$ cat config.mk
export PLATFORM = sky130hd
export DESIGN_NAME = gpu_cmd_controller
export DESIGN_NICKNAME = d
export VERILOG_FILES = /design/src/rtl/gpu_cmd_controller.sv
export SDC_FILE = /design/constraint.sdc
export NUM_CORES = 2
export LEC_CHECK = 0
export CORE_MARGIN = 2
export CORE_UTILIZATION = 60
export CTS_CLUSTER_DIAMETER = 60
export CTS_CLUSTER_SIZE = 8
export DETAILED_ROUTE_END_ITERATION = 8
export MAX_ROUTING_LAYER = met4
export PLACE_DENSITY = 0.8
export SLEW_MARGIN = 15
export SYNTH_ARGS = -nofsm -noshare
export SYNTH_HDL_FRONTEND = slang
export SYNTH_SLANG_ARGS = --single-unit
$ cat constraint.sdc
create_clock -name clk -period 5.76 [get_ports clk]
set_input_delay 1.152 -clock clk [delete_from_list [all_inputs] [get_ports clk]]
set_output_delay 1.152 -clock clk [all_outputs]
set_load 0.005 [all_outputs]
$ cat src/rtl/gpu_cmd_controller.sv
// gpu_cmd_controller
// Avalon-MM slave front end for the triangle command path. Software programs
// three vertex words and a colour word, then writes an opcode to CMD. Each
// non-zero opcode snapshots the register file into a small command FIFO, and
// a three-state sequencer hands the queued commands to the rasterizer one at
// a time: present on cmd_valid, wait for cmd_ready, then wait for cmd_done.

module gpu_cmd_controller #(
  parameter int DATA_W     = 32,
  parameter int FIFO_DEPTH = 4,
  parameter int FIFO_AW    = 2
) (
  input  logic              clk,
  input  logic              reset_n,
  input  logic              avs_chipselect,
  input  logic [2:0]        avs_address,
  input  logic              avs_write,
  input  logic [DATA_W-1:0] avs_writedata,
  input  logic              avs_read,
  output logic [DATA_W-1:0] avs_readdata,
  output logic              avs_readdatavalid,
  output logic              avs_waitrequest,
  output logic              cmd_valid,
  input  logic              cmd_ready,
  output logic [7:0]        cmd_opcode,
  output logic [DATA_W-1:0] cmd_v0,
  output logic [DATA_W-1:0] cmd_v1,
  output logic [DATA_W-1:0] cmd_v2,
  output logic [DATA_W-1:0] cmd_colour,
  input  logic              cmd_done
);

  // The count needs one bit more than the pointers so "full" is distinct
  // from "empty" when the pointers are equal.
  localparam int               CNT_W    = FIFO_AW + 1;
  localparam logic [CNT_W-1:0] FULL_CNT = CNT_W'(FIFO_DEPTH);
  localparam logic [CNT_W-1:0] ZERO_CNT = {CNT_W{1'b0}};

  localparam logic [2:0] ADDR_VTX0   = 3'd0;
  localparam logic [2:0] ADDR_VTX1   = 3'd1;
  localparam logic [2:0] ADDR_VTX2   = 3'd2;
  localparam logic [2:0] ADDR_COLOUR = 3'd3;
  localparam logic [2:0] ADDR_STATUS = 3'd4;
  localparam logic [2:0] ADDR_CMD    = 3'd5;

  // One queued command: opcode plus the register snapshot taken at CMD write.
  typedef struct packed {
    logic [7:0]        opcode;
    logic [DATA_W-1:0] v0;
    logic [DATA_W-1:0] v1;
    logic [DATA_W-1:0] v2;
    logic [DATA_W-1:0] colour;
  } cmd_t;

  localparam cmd_t CMD_ZERO = '0;

  typedef enum logic [1:0] {
    ST_IDLE      = 2'd0,
    ST_ISSUE     = 2'd1,
    ST_WAIT_DONE = 2'd2
  } state_t;

  // Register file and read path state
  logic [DATA_W-1:0] vtx0_q, vtx0_d;
  logic [DATA_W-1:0] vtx1_q, vtx1_d;
  logic [DATA_W-1:0] vtx2_q, vtx2_d;
  logic [DATA_W-1:0] colour_q, colour_d;
  logic [7:0]        last_opcode_q, last_opcode_d;
  logic              err_q, err_d;
  logic [7:0]        done_count_q, done_count_d;
  logic [DATA_W-1:0] readdata_q, readdata_d;
  logic              readdatavalid_q, readdatavalid_d;

  // Command FIFO state
  cmd_t              fifo_mem_q [FIFO_DEPTH];
  cmd_t              fifo_mem_d [FIFO_DEPTH];
  logic [FIFO_AW-1:0] wr_ptr_q, wr_ptr_d;
  logic [FIFO_AW-1:0] rd_ptr_q, rd_ptr_d;
  logic [CNT_W-1:0]   count_q, count_d;

  // Sequencer state and rasterizer-facing output registers
  state_t            state_q, state_d;
  cmd_t              cmd_q, cmd_d;
  logic              cmd_valid_q, cmd_valid_d;

  // Decoded strobes
  logic              fifo_full_s;
  logic              fifo_empty_s;
  logic              wait_s;
  logic              wr_acc_s;
  logic              rd_acc_s;
  logic              push_s;
  logic              pop_s;
  logic              done_inc_s;
  logic              done_clr_s;
  logic              busy_s;
  cmd_t              push_entry_s;
  cmd_t              head_s;
  logic [DATA_W-1:0] status_s;

  assign fifo_full_s  = (count_q == FULL_CNT);
  assign fifo_empty_s = (count_q == ZERO_CNT);

  // Only a CMD write into a full FIFO stalls; a pop in the same cycle does
  // not release it, which keeps waitrequest free of any path from cmd_ready.
  assign wait_s   = avs_chipselect & avs_write & (avs_address == ADDR_CMD) & fifo_full_s;
  assign wr_acc_s = avs_chipselect & avs_write & ~wait_s;
  // A simultaneous read and write is handled as the write alone.
  assign rd_acc_s = avs_chipselect & avs_read & ~avs_write & ~wait_s;

  assign push_s       = wr_acc_s & (avs_address == ADDR_CMD) & (avs_writedata[7:0] != 8'd0);
  assign push_entry_s = {avs_writedata[7:0], vtx0_q, vtx1_q, vtx2_q, colour_q};
  assign head_s       = fifo_mem_q[rd_ptr_q];
  assign done_clr_s   = wr_acc_s & (avs_address == ADDR_STATUS) & avs_writedata[9];
  assign busy_s       = ~fifo_empty_s | (state_q != ST_IDLE);

  // Assemble the STATUS word from live FIFO, sequencer and sticky state.
  always_comb begin
    status_s       = {DATA_W{1'b0}};
    status_s[0]    = busy_s;
    status_s[1]    = fifo_full_s;
    status_s[2]    = fifo_empty_s;
    status_s[3]    = err_q;
    status_s[7:4]  = 4'(count_q);
    status_s[15:8] = done_count_q;
  end

  // Register writes, error flag and the registered read-data path.
  always_comb begin
    vtx0_d          = vtx0_q;
    vtx1_d          = vtx1_q;
    vtx2_d          = vtx2_q;
    colour_d        = colour_q;
    last_opcode_d   = last_opcode_q;
    err_d           = err_q;
    readdata_d      = readdata_q;
    readdatavalid_d = 1'b0;
    if (wr_acc_s) begin
      case (avs_address)
        ADDR_VTX0:   vtx0_d   = avs_writedata;
        ADDR_VTX1:   vtx1_d   = avs_writedata;
        ADDR_VTX2:   vtx2_d   = avs_writedata;
        ADDR_COLOUR: colour_d = avs_writedata;
        ADDR_STATUS: begin
          if (avs_writedata[3]) begin
            err_d = 1'b0;
          end else begin
            err_d = err_q;
          end
        end
        ADDR_CMD:    last_opcode_d = avs_writedata[7:0];
        default:     err_d = 1'b1;
      endcase
    end else if (rd_acc_s) begin
      readdatavalid_d = 1'b1;
      case (avs_address)
        ADDR_VTX0:   readdata_d = vtx0_q;
        ADDR_VTX1:   readdata_d = vtx1_q;
        ADDR_VTX2:   readdata_d = vtx2_q;
        ADDR_COLOUR: readdata_d = colour_q;
        ADDR_STATUS: readdata_d = status_s;
        ADDR_CMD:    readdata_d = {{(DATA_W-8){1'b0}}, last_opcode_q};
        default: begin
          readdata_d = {DATA_W{1'b0}};
          err_d      = 1'b1;
        end
      endcase
    end else begin
      readdatavalid_d = 1'b0;
    end
  end

  // Command FIFO: write at wr_ptr on push, advance rd_ptr on pop.
  always_comb begin
    fifo_mem_d = fifo_mem_q;
    wr_ptr_d   = wr_ptr_q;
    rd_ptr_d   = rd_ptr_q;
    count_d    = count_q;
    if (push_s) begin
      fifo_mem_d[wr_ptr_q] = push_entry_s;
      wr_ptr_d             = wr_ptr_q + {{(FIFO_AW-1){1'b0}}, 1'b1};
    end else begin
      wr_ptr_d = wr_ptr_q;
    end
    if (pop_s) begin
      rd_ptr_d = rd_ptr_q + {{(FIFO_AW-1){1'b0}}, 1'b1};
    end else begin
      rd_ptr_d = rd_ptr_q;
    end
    if (push_s && !pop_s) begin
      count_d = count_q + {{(CNT_W-1){1'b0}}, 1'b1};
    end else if (pop_s && !push_s) begin
      count_d = count_q - {{(CNT_W-1){1'b0}}, 1'b1};
    end else begin
      count_d = count_q;
    end
  end

  // Sequencer: pop into the output registers, hold until ready, wait for done.
  always_comb begin
    state_d     = state_q;
    cmd_d       = cmd_q;
    cmd_valid_d = cmd_valid_q;
    pop_s       = 1'b0;
    done_inc_s  = 1'b0;
    case (state_q)
      ST_IDLE: begin
        if (!fifo_empty_s) begin
          pop_s       = 1'b1;
          cmd_d       = head_s;
          cmd_valid_d = 1'b1;
          state_d     = ST_ISSUE;
        end else begin
          cmd_valid_d = 1'b0;
        end
      end
      ST_ISSUE: begin
        // A done pulse coinciding with the handshake belongs to nothing yet.
        if (cmd_ready) begin
          cmd_valid_d = 1'b0;
          state_d     = ST_WAIT_DONE;
        end else begin
          cmd_valid_d = 1'b1;
        end
      end
      ST_WAIT_DONE: begin
        if (cmd_done) begin
          done_inc_s = 1'b1;
          state_d    = ST_IDLE;
        end else begin
          state_d = ST_WAIT_DONE;
        end
      end
      default: begin
        cmd_valid_d = 1'b0;
        state_d     = ST_IDLE;
      end
    endcase
  end

  // Completed-command counter; a software clear beats a same-cycle increment.
  always_comb begin
    done_count_d = done_count_q;
    if (done_clr_s) begin
      done_count_d = 8'd0;
    end else if (done_inc_s) begin
      done_count_d = done_count_q + 8'd1;
    end else begin
      done_count_d = done_count_q;
    end
  end

  // Control, register file and output flops with synchronous active-low reset.
  always_ff @(posedge clk) begin
    if (!reset_n) begin
      vtx0_q          <= {DATA_W{1'b0}};
      vtx1_q          <= {DATA_W{1'b0}};
      vtx2_q          <= {DATA_W{1'b0}};
      colour_q        <= {DATA_W{1'b0}};
      last_opcode_q   <= 8'd0;
      err_q           <= 1'b0;
      done_count_q    <= 8'd0;
      readdata_q      <= {DATA_W{1'b0}};
      readdatavalid_q <= 1'b0;
      wr_ptr_q        <= {FIFO_AW{1'b0}};
      rd_ptr_q        <= {FIFO_AW{1'b0}};
      count_q         <= ZERO_CNT;
      state_q         <= ST_IDLE;
      cmd_q           <= CMD_ZERO;
      cmd_valid_q     <= 1'b0;
    end else begin
      vtx0_q          <= vtx0_d;
      vtx1_q          <= vtx1_d;
      vtx2_q          <= vtx2_d;
      colour_q        <= colour_d;
      last_opcode_q   <= last_opcode_d;
      err_q           <= err_d;
      done_count_q    <= done_count_d;
      readdata_q      <= readdata_d;
      readdatavalid_q <= readdatavalid_d;
      wr_ptr_q        <= wr_ptr_d;
      rd_ptr_q        <= rd_ptr_d;
      count_q         <= count_d;
      state_q         <= state_d;
      cmd_q           <= cmd_d;
      cmd_valid_q     <= cmd_valid_d;
    end
  end

  // FIFO storage, cleared on reset so stale snapshots never reappear.
  always_ff @(posedge clk) begin
    if (!reset_n) begin
      for (int i = 0; i < FIFO_DEPTH; i++) begin
        fifo_mem_q[i] <= CMD_ZERO;
      end
    end else begin
      fifo_mem_q <= fifo_mem_d;
    end
  end

  assign avs_waitrequest   = wait_s;
  assign avs_readdata      = readdata_q;
  assign avs_readdatavalid = readdatavalid_q;
  assign cmd_valid         = cmd_valid_q;
  assign cmd_opcode        = cmd_q.opcode;
  assign cmd_v0            = cmd_q.v0;
  assign cmd_v1            = cmd_q.v1;
  assign cmd_v2            = cmd_q.v2;
  assign cmd_colour        = cmd_q.colour;

endmodule

==> results_dict.tcl <==
set metrics [dict create \
    route.detailed.drc 0 \
    grt-ovfl-total 0 \
    internal-power_w 0.0101 \
    cts_root_buffer "clkbuf_16" \
    netlist_area_um2 35200 \
    drive_gt1_share_pct 9.40 \
    clock_skew_ps 29.5 \
    core_area_um2 57800 \
    p_per_area_nw_per_um2 339 \
    path_buf_inv 3 \
    p_leak_nw 13.0 \
    netlist_top_cells_count "nand2_1 (1230), dfxtp_1 (868), mux2i_1 (572), a21oi_1 (268), clkbuf_1 (188)" \
    async_reset_ff_share_pct 0 \
    initial_core_util_pct 60.9 \
    synth_flop_cell "dfxtp_1" \
    max_cap_viol_count 0 \
    vias_per_cell 5.99 \
    ys_warn_count 0 \
    dp_hpwl_mm 59.2 \
    cp_top_family "buffers and inverters" \
    nFillCells 4132 \
    rsz0062_at_grt "no" \
    ios 213 \
    start_kind "input pin" \
    synth_compound_area_share_pct 5.34 \
    hp-class "flip-flop to flip-flop" \
    numPortBuffers 212 \
    clock-sinks 868 \
    wl_per_cell_um 21.4 \
    status "finished, final reports clean" \
    fin_nets 3701 \
    power.switching_w 0.00361 \
    cp_max_fo 9 \
    p_sw_share_pct 26.3 \
    slowest_delay_ps 570 \
    vdd_drop_max_v 0.000296 \
    gp_congestion 0.902 \
    crit_top_cell "clkdlybuf4s50_1" \
    layout-area-overhead-vs-synth_pct 15.1 \
    arrival_ps 2930 \
    finalNonFillerCells 4432 \
    multi_input_area_um2 16500 \
    post_cts_buffers 0 \
    grt_max_degree 231 \
    grt_pass1_vias 26100 \
    cts_tree "yes" \
    std_cell_rows 88 \
    tns_ps 0 \
    max_freq_ghz 0.245 \
    drt-total-wl_mm 94.7 \
    grt_usage_pct 31.8 \
    die_w_um 246 \
    dieArea_um2 60600 \
    combPwrFrac_pct 10.6 \
    yosys.area_share.xor_xnor_pct 0.274 \
    setup_viol 0 \
    placed_cells 4296 \
    crit_required_ps 4610 \
    ant_nets 0 \
    clkSlewWorstSetupHoldPaths_ps 50 \
    syn_nets 3612 \
    muxShareOfSynthArea_pct 26.5 \
    clkPwrFrac_pct 44.0 \
    antenna_found_initial 7 \
    fin_crit_ps 4080 \
    slew_viol_final 0 \
    ys_ff_latch 868 \
    min_period_over_period_pct 70.9 \
    grt_first_pass_wirelength_mm 146 \
    synth-edff-count 0 \
    max_slew_margin_pct 21.1 \
    cts_hold_buf 0 \
    yosysTopAreaCellShare_pct 49.4 \
    finalHoldViolCount 0 \
    cts_buffer_depth 3 \
    worst_slew_pin_slew_ps 1180 \
    clk-insertion-delay-late_ps 670 \
    seq_area_um2 17400 \
    numCtsBuffers 119 \
    synthAdderAreaFrac_pct 0.270 \
    cts.htree.levels 3 \
    syn_inst 3563 \
    ys_seq_area_share_pct 49.4 \
    cp_cell_sequence "clkdlybuf4s50_1 -> clkinv_1 -> nor4_1 -> clkdlybuf4s50_1" \
    drt_iter0_drc 2580 \
    cts_resized 0 \
    num_vias 26500 \
    dpl_worst_slack_ps 1440 \
    first_pass_iters 6 \
    yosysUniqueCellTypes 51 \
    die_y_um 246 \
    synth_top_family_by_area "multiplexers" \
    pwr-share-seq_pct 45.4 \
    synth_top_area_cell "dfxtp_1" \
    syn_area_per_cell_um2 9.87 \
    worst_slack_ps 1680 \
    endpoint_kind "output port" \
    yosys-top-cells-area "dfxtp_1 (49%), mux2i_1 (16%), nand2_1 (13%), mux4_2 (9.8%), a21oi_1 (3.8%)" \
    crit_type "input pin to output port" \
    synth.most_common_cell "nand2_1" \
    yosys.area_share.simple_pct 14.4 \
    cp_slowest_cell "clkdlybuf4s50_1" \
]
## cells by family (layout without fill, tap and decap cells)
logic type	after synthesis	count (layout)
flops	868	868
buf+inv	288	384
simple gates	1311	1311
other cells	0	8
compound gates	340	340
fa+ha+maj	7	7
xor+xnor	11	11
mux	738	738
## power by group through the flow
stage | Combinational, W | Sequential, W | Clock (W)
after floorplan | 0.00114 | 0.00620 | 0
after global placement | 0.00144 | 0.00634 | 0
after detailed placement | 0.00145 | 0.00634 | 0
after CTS | 0.00146 | 0.00622 | 0.00607
after global routing | 0.00155 | 0.00623 | 0.00634
final | 0.00145 | 0.00622 | 0.00603
## state kept, by name, summed over array words and instances, names as in the netlist
register	count
avs_readdata	32
cmd_opcode	8
wr_ptr_q	2
err_q	1
count_q	3
done_count_q	8
cmd_colour	32
avs_readdatavalid	1
vtx0_q	32
cmd_v2	32
cmd_v1	32
fifo_mem_q	544
cmd_valid	1
vtx2_q	32
rd_ptr_q	2
vtx1_q	32
colour_q	32
cmd_v0	32
state_q	2
last_opcode_q	8
## placed cells by master, fill, tap and decap left out, drive strengths merged, types with 12 or more instances in the layout
master            n
a22oi            12
o21ai            18
nor2             32
buf              38
a21oi           268
a22o             21
clkbuf          123
mux4            153
mux2             13
dfxtp           868
mux2i           572
nand2          1230
nand3            12
clkdlybuf4s50   209
## worst reg2reg max path: cells and delay by family, from the launching register on
family	cells	cell delay, ps
AND/OR/NAND/NOR	4	1510
adder cells (fa/ha/maj)	2	620
flip-flops	1	480
XOR/XNOR	1	180
AO/OA/AOI/OAI	1	140
buffers and inverters	1	60
## layer usage
| metal | vias to the layer above | share of wire (%) | wire length [um] | track usage (%) |
|---|---|---|---|---|
| met2 | 1123 | 48 | 45100 | 50.4 |
| met4 | 0 | 3.6 | 3430 | 12.9 |
| li1 | 12200 | - | - | - |
| met5 | - | 0 | 0 | - |
| met1 | 13000 | 41 | 38500 | 40.1 |
| met3 | 206 | 8.2 | 7740 | 6.14 |
## worst paths after layout
kind / slack [ps] / startpoint / to / cells after the start
worst min-delay path: 450 / cmd_v0[21] / cmd_v0[21] / 2
worst max register to register: 2710 / count_q[0] / count_q[2] / 9
worst min register to register: 450 / cmd_v0[21] / cmd_v0[21] / 2
worst max-delay path: 1680 / avs_address[2] / avs_waitrequest / 4
## stage by stage
step / power [W] / instance area [um^2] / hold slack [ps] / util (%)
after detailed placement: 0.00779 / 37400 / 443 / 64.7
final: 0.0137 / 40500 / 450 / 70.0
after floorplan: 0.00734 / 35200 / 432 / -
after CTS: 0.0138 / 40500 / 452 / 70.0
after global placement: 0.00778 / 37400 / 438 / 64.7
after global routing: 0.0141 / 40500 / 466 / 70.0
## cell type report
class / count / share of cell area (%)
clock inverter: 5 / 0.161
clock buffer: 123 / 7.44
tap: 765 / 2.36
inverter: 9 / 0.108
antenna: 8 / 0.0494
timing repair buffer: 247 / 6.19
sequential: 868 / 42.9
multi-input combinational: 2407 / 40.7
Note: power is estimated with default switching activity, not from simulation.
